**src/rtl/if_fetch_stage.sv**
```systemverilog
// if_fetch_stage: instruction fetch with one outstanding request, stall skid buffer,
// flush redirect with stale-response drop, and HLT detection.
`default_nettype none

module if_fetch_stage (
  input  logic        clk,
  input  logic        rst_n,
  input  logic        IF_Flush,
  input  logic [15:0] br_target,
  input  logic        stall,
  output logic        imem_req,
  output logic [15:0] imem_addr,
  input  logic [15:0] imem_data,
  input  logic        imem_valid,
  output logic [15:0] PC,
  output logic [15:0] IF_ID_Inst,
  output logic [15:0] IF_ID_PCplus2,
  output logic        IF_ID_valid,
  output logic        halted
);

  localparam logic [15:0] BUBBLE_INST = 16'hA000;
  localparam logic [3:0]  OP_HLT      = 4'b1111;

  typedef enum logic [1:0] {
    RUN    = 2'd0,
    DROP   = 2'd1,
    HALTED = 2'd2
  } state_t;

  state_t      state;
  logic [15:0] skid_data;
  logic        skid_valid;

  logic        outstanding;
  logic        word_avail;
  logic [15:0] word;
  logic [15:0] pc_plus2;

  // A captured skid word means memory has already answered, so no request is live.
  // In DROP the memory still owes the abandoned response.
  assign imem_req    = (state == RUN) && !skid_valid;
  assign imem_addr   = PC;
  assign outstanding = imem_req || (state == DROP);
  assign word_avail  = (state == RUN) && (skid_valid || imem_valid);
  assign word        = skid_valid ? skid_data : imem_data;
  assign pc_plus2    = PC + 16'd2;

  always_ff @(posedge clk or negedge rst_n) begin
    if (!rst_n) begin
      state         <= RUN;
      PC            <= 16'h0000;
      IF_ID_Inst    <= BUBBLE_INST;
      IF_ID_PCplus2 <= 16'h0000;
      IF_ID_valid   <= 1'b0;
      skid_data     <= 16'h0000;
      skid_valid    <= 1'b0;
      halted        <= 1'b0;
    end else if (IF_Flush) begin
      IF_ID_Inst    <= BUBBLE_INST;
      IF_ID_PCplus2 <= 16'h0000;
      IF_ID_valid   <= 1'b0;
      PC            <= br_target;
      skid_valid    <= 1'b0;
      halted        <= 1'b0;
      state         <= (outstanding && !imem_valid) ? DROP : RUN;
    end else if (stall) begin
      if (state == RUN && imem_valid) begin
        skid_data  <= imem_data;
        skid_valid <= 1'b1;
      end
      if (state == DROP && imem_valid) begin
        state <= RUN;
      end
    end else begin
      case (state)
        RUN: begin
          if (word_avail) begin
            IF_ID_Inst    <= word;
            IF_ID_PCplus2 <= pc_plus2;
            IF_ID_valid   <= 1'b1;
            skid_valid    <= 1'b0;
            if (word[15:12] == OP_HLT) begin
              state  <= HALTED;
              halted <= 1'b1;
            end else begin
              PC <= pc_plus2;
            end
          end else begin
            IF_ID_Inst    <= BUBBLE_INST;
            IF_ID_PCplus2 <= 16'h0000;
            IF_ID_valid   <= 1'b0;
          end
        end
        DROP: begin
          IF_ID_Inst    <= BUBBLE_INST;
          IF_ID_PCplus2 <= 16'h0000;
          IF_ID_valid   <= 1'b0;
          if (imem_valid) begin
            state <= RUN;
          end
        end
        HALTED: begin
          // Fetch is stopped; the HLT word stays visible in IF/ID.
        end
        default: state <= RUN;
      endcase
    end
  end

endmodule

`default_nettype wire

```
**config.mk**
```make
export PLATFORM = sky130hd
export DESIGN_NAME = if_fetch_stage
export DESIGN_NICKNAME = d
export VERILOG_FILES = /design/src/rtl/if_fetch_stage.sv
export SDC_FILE = /design/constraint.sdc
export NUM_CORES = 1
export LEC_CHECK = 0
export CORE_ASPECT_RATIO = 0.6
export CORE_MARGIN = 1
export CORE_UTILIZATION = 48
export CTS_CLUSTER_DIAMETER = 80
export DETAILED_ROUTE_END_ITERATION = 16
export PLACE_DENSITY = 0.81
export RECOVER_POWER = 50
export REMOVE_ABC_BUFFERS = 1
export SKIP_LAST_GASP = 1
export SLEW_MARGIN = 25
export SYNTH_ARGS = -nofsm -noshare
export SYNTH_HDL_FRONTEND = slang
export SYNTH_SLANG_ARGS = --single-unit
```
**constraint.sdc**
```tcl
create_clock -name clk -period 1.95 [get_ports clk]
set_input_delay 0.585 -clock clk [delete_from_list [all_inputs] [get_ports clk]]
set_output_delay 0.585 -clock clk [all_outputs]
set_load 0.005 [all_outputs]
```
After elaboration in Yosys (flattened, before gate mapping)
Cells that the tools add are included.
- shift-type cells: 0
- eq/ne operators: 11
- bitwise logic cells: 1
- multipliers: 0
- div/mod/pow operators: 0
- mux-type cells: 36
- $lt $le $gt $ge: 0
- reduce and logical (&&, ||, !) cells: 22
- add/subtract/negate cells: 1
- operators with widths (operator ; count):
    2-to-1 mux 16 bit ; 12
    case mux 16 bit (2 select lines) ; 2
    adder 16 x 2 -> 16 bit (second input constant) ; 1
    2-to-1 mux 1 bit ; 14
    2-to-1 mux 2 bit ; 6
    nonzero test 3 bit ; 3
    != test 4 bit (second input constant) ; 2
    AND reduction 4 bit ; 2
    != test 3 x 2 -> 1 bit (second input constant) ; 2
    case mux 2 bit (3 select lines) ; 1
    AND reduction 3 bit ; 2
    nonzero test 2 bit ; 3
    logical AND 1 bit ; 5
    AND reduction 5 bit ; 1
    == test 4 bit (second input constant) ; 1
    != test 2 bit (second input constant) ; 2
    != test 4 x 3 -> 1 bit (second input constant) ; 1
    != test 3 bit (second input constant) ; 1
    == test 2 x 1 -> 1 bit (second input constant) ; 1
    == test 2 bit (second input constant) ; 1
    logical NOT 1 bit ; 2
    logical NOT 2 bit ; 1
    logical OR 1 bit ; 2
    case mux 1 bit (2 select lines) ; 1
    other kinds (2) ; 2
- output and inout bits: 67
- bits in read-only memories: 0
- memories kept: 0
- RAM bits: 0
- register bits: 69
- bits in latches: 0

Longest topological paths before layout
Gate-level depths: netlist of run 1.
- depth after elaboration: 7
- gate-level depth with buffers: 6
- mapped depth without buffers: 5

Worst setup path after synthesis of run 1
No wires, ideal clock.
- path type: input to register
- from: in stall
- to: reg PC[7]
- arrival: 1.595 ns
- stages on the path: 5
- setup slack: 0.213 ns
- library setup time: 0.142 ns
- path buffers: 1
- cells stage by stage: o21bai_1 or2_1 buf_6 o41ai_4 o311ai_2
- cells in the longest elaborated chain, start to end: 2
- ends and longest elaborated chain (what ; RTL line ; text):
    start, declared ; 10 ; input logic stall,
    != test 2 bit (no source line) ; -- ;
    AND reduction 4 bit (no source line) ; -- ;
    end signal, assigned ; 63 ; PC <= br_target;
    end signal, assigned ; 87 ; PC <= pc_plus2;
    end, declared ; 15 ; output logic [15:0] PC,
Every way passes these cells.
A chain may end at the register's enable or synchronous reset.

Worst setup path after layout of run 1
- from: reg state[0]
- to: out imem_req
- cells in the longest elaborated chain, start to end: 2
- ends and longest elaborated chain (what ; RTL line ; text):
    start, declared ; 31 ; state_t state;
    start signal, assigned ; 66 ; state <= (outstanding && !imem_valid) ? DROP : RUN;
    logical NOT 2 bit ; 42 ; assign imem_req = (state == RUN) && !skid_valid;
    logical AND 1 bit ; 42 ;
    end, declared ; 11 ; output logic imem_req,
Every way passes these cells.

==> flow_metrics.env, run 1 <==
export IMPL_status="completed"
export IMPL_syn_area_um2=3580
export IMPL_switching_share_pct=25.2
export IMPL_final_area_um2=5090
export IMPL_ys_seq_area_share_pct=48.3
export IMPL_gr_total_overflow=0
export IMPL_placed_area_um2=4720
export IMPL_grt_pass1_wl_um=15800
export IMPL_cts_root_buf="clkbuf_16"
export IMPL_fin_cells=552
export IMPL_drive_above_1_share_pct=24.1
export IMPL_p_clk_share_pct=41.5
export IMPL_fmax_mhz=520
export IMPL_finalCritPeriodShare_pct=98.6
export IMPL_rows=23
export IMPL_peakVddDrop_mv=0.568
export IMPL_pre_cts_ws_ps=-315
export IMPL_place_congestion=0.858
export IMPL_clk_latency_ps=330
export IMPL_cts_hold_buf=0
export IMPL_synth_edf_count=0
export IMPL_tightest_slew_ps=941
export IMPL_ant_nets=0
export IMPL_avgRoutedWirePerCell_um=18.4
export IMPL_clockBufferDepth=2
export IMPL_postSynthRegisterBits=69
export IMPL_die_y_um=68.9
export IMPL_ys_flop_type="dfrtp_1"
export IMPL_synth_top_cell_by_area="dfrtp_1"
export IMPL_port_buffers=103
export IMPL_cts_clk_slew_worst_paths_ps=60
export IMPL_dr_pass1_iters=4
export IMPL_synthToLayoutAreaGrowth_pct=42.2
export IMPL_cts_sinks=69
export IMPL_antenna_cells=0
export IMPL_hold_viol=0
export IMPL_internal_power_mw=3.33
export IMPL_dieWidth_um=114
export IMPL_reg2reg_to="PC[15]"
export IMPL_layout_setup_ws_ps=27.4
export IMPL_seqPwrFrac_pct=39.3
export IMPL_p_sw_mw=1.12
export IMPL_io_pins=104
export IMPL_synthArstFlopShare_pct=100
export IMPL_core_um2=6940
export IMPL_reg2regPathDepth=5
export IMPL_leakage_nw=2.10
export IMPL_via_per_inst=5.61
export IMPL_critical_path_class="flop to output port"
export IMPL_grt_pass1_vias=3076
export IMPL_htree_levels=3
export IMPL_drc=0
export IMPL_yosysWarningCount=0
export IMPL_initial_core_util_pct=51.6
export IMPL_fin_util_pct=73.4
export IMPL_setup_violations=0
export IMPL_worst_clock_skew_ps=6.00
export IMPL_rrSetupSlack_ps=180
export IMPL_pwr_share_comb_pct=19.2
export IMPL_drt_met1_wl_um=4490
export IMPL_power_mw=4.45
export IMPL_hp_class="flop to flop"
export IMPL_cp_startpoint="state[0]"
export IMPL_critPathLaunchType="flop"
export IMPL_cellPowerDensity_nw_per_um2=875
export IMPL_fin_nets=487
export IMPL_synthDistinctLibCells=51
export IMPL_slew_violations=0
export IMPL_wl_met3_um=1000
export IMPL_rsz0062_at_grt="yes"
export IMPL_fin_crit_ps=1920
export IMPL_highest_layer="met4"
export IMPL_cts_buffers=9
export IMPL_grt_max_degree=70
export IMPL_yosysTopAreaCellShare_pct=46.8
export IMPL_hpwl_um=6540
export IMPL_cp_arrival_ps=1340
export IMPL_synth_area_top_cells="dfrtp_1, nand2_1, mux2_2"
export IMPL_hold_start="IF_ID_PCplus2[8]"
export IMPL_drv_cap=0
export IMPL_endpoint_kind="output port"
export IMPL_dieArea_um2=7820
export IMPL_drt_iter0_drc=231
export IMPL_cp_required_ps=1360
export IMPL_grt_antenna_before_repair=0
export IMPL_r2r_start="PC[1]"
export IMPL_syn_avg_cell_area_um2=10.5
export IMPL_cts_tree="yes"
export IMPL_placed_cells=531
export IMPL_fin_tns_setup_ps=0
export IMPL_timing_hold_ws_ps=476
export IMPL_cp_endpoint="imem_req"
export IMPL_synthCells=340
export IMPL_slew_headroom_pct=37.3
export IMPL_grt_usage_pct=27.0
export IMPL_wl_met2_um=4560
export IMPL_cp_max_fo=2
export IMPL_vias=3098
export IMPL_drt_total_wl_um=10100
## worst max-delay path: stages (launching register included)
cell	delay (ps)
dfrtp_1	380
or2_1	270
nor2_1	140
clkdlybuf4s15_1	220
## area by class of cell
| cell class | count | area, um^2 |
|---|---|---|
| fillers | 463 | 1840 |
| flip-flops and latches | 69 | 1740 |
| multi-input cells | 224 | 1590 |
| repair buffers | 135 | 1260 |
| clock buffers | 9 | 225 |
| well taps | 100 | 125 |
| clock inverters | 6 | 113 |
| inverters | 9 | 33.8 |
## Yosys cell counts, types with 2 or more instances
cell type   n
o21ai_2    19
dfstp_2     2
a22oi_1     3
nand2_1    54
a21oi_1     3
buf_4      16
nor2b_1     6
or2_1       2
nor3_1      6
mux2_2     17
mux2i_1    15
buf_2       5
nor3_4      2
clkbuf_1    9
nor2_1     11
o21a_1      2
dfrtp_1    67
o21ai_0     9
a22o_1      3
xor2_1      2
nor4_1      5
o31ai_1     4
o311ai_0    2
or2_2       2
buf_6       4
ha_1        2
nand3_1     9
nand4_1    10
xnor2_1    10
inv_1       9
clkbuf_2    4
o221ai_1    7
## layer usage
layer,global-route usage [%],vias up
met5,0,-
met4,6.25,0
met3,10.1,16
met2,42.5,176
met1,35.8,1493
li1,-,1413
## timing repair
action | CTS | global route
resized for setup | 12 | 9
setup endpoints to repair | 21 | 15
buffers inserted | 1 | 5
pin swaps | 0 | 2
## worst min-delay path by stage
stage                             endpoint  cells after the start
after floorplan              IF_ID_Inst[0]                      0
after global placement      IF_ID_Inst[13]                      2
after detailed placement    IF_ID_Inst[13]                      2
after CTS                    IF_ID_Inst[7]                      2
after global routing        IF_ID_Inst[14]                      2
final                     IF_ID_PCplus2[8]                      2
## cell usage in the layout (no fill, tap or decap), types with 5 or more instances in the layout
master	instances
o221ai_1	7
clkbuf_16	9
xnor2_1	10
dfrtp_2	12
nor3_1	6
inv_1	9
nor2b_1	5
clkdlybuf4s50_1	95
o21ai_0	7
o21ai_2	19
buf_4	25
nand4_1	10
dfrtp_1	55
mux2_2	17
nand2_1	54
nor2_1	11
mux2i_1	15
nand3_1	9
## logic make-up (layout without fill, tap and decap cells)
| kind of cell | after synthesis | in the layout | synth area share, % |
|---|---|---|---|
| AOI/OAI and AO/OA | 64 | 64 | 14.7 |
| xor gates and xnor gates | 12 | 12 | 2.93 |
| adders and majority gates | 2 | 2 | 0.699 |
| buffers and inverters | 47 | 159 | 7.76 |
| DFF | 69 | 69 | 48.3 |
| muxes | 32 | 32 | 9.54 |
| and+or+nand+nor | 114 | 114 | 16.0 |
## power by group through the flow
stage	clock network, mW	registers (mW)	logic (mW)
floorplan	0	1.75	0.326
global placement	0	1.76	0.795
detailed placement	0	1.77	0.815
CTS	1.86	1.75	0.839
global route	1.92	1.77	0.920
finish	1.85	1.75	0.855
## state kept, by name, summed over array words and instances, names as in the netlist
register and flops:
PC 16, IF_ID_Inst 16, state 2, IF_ID_valid 1
IF_ID_PCplus2 16, skid_data 16, skid_valid 1, halted 1
Power figures use the tool's default switching activity.
==> run 2: changes to the inputs <==
Settings changed: ABC_CLOCK_PERIOD_IN_PS from default to 1950, CAP_MARGIN from default to 5.
==> results of run 2 <==
Same layout as run 1: the final DEF is identical, and so are final timing and power.
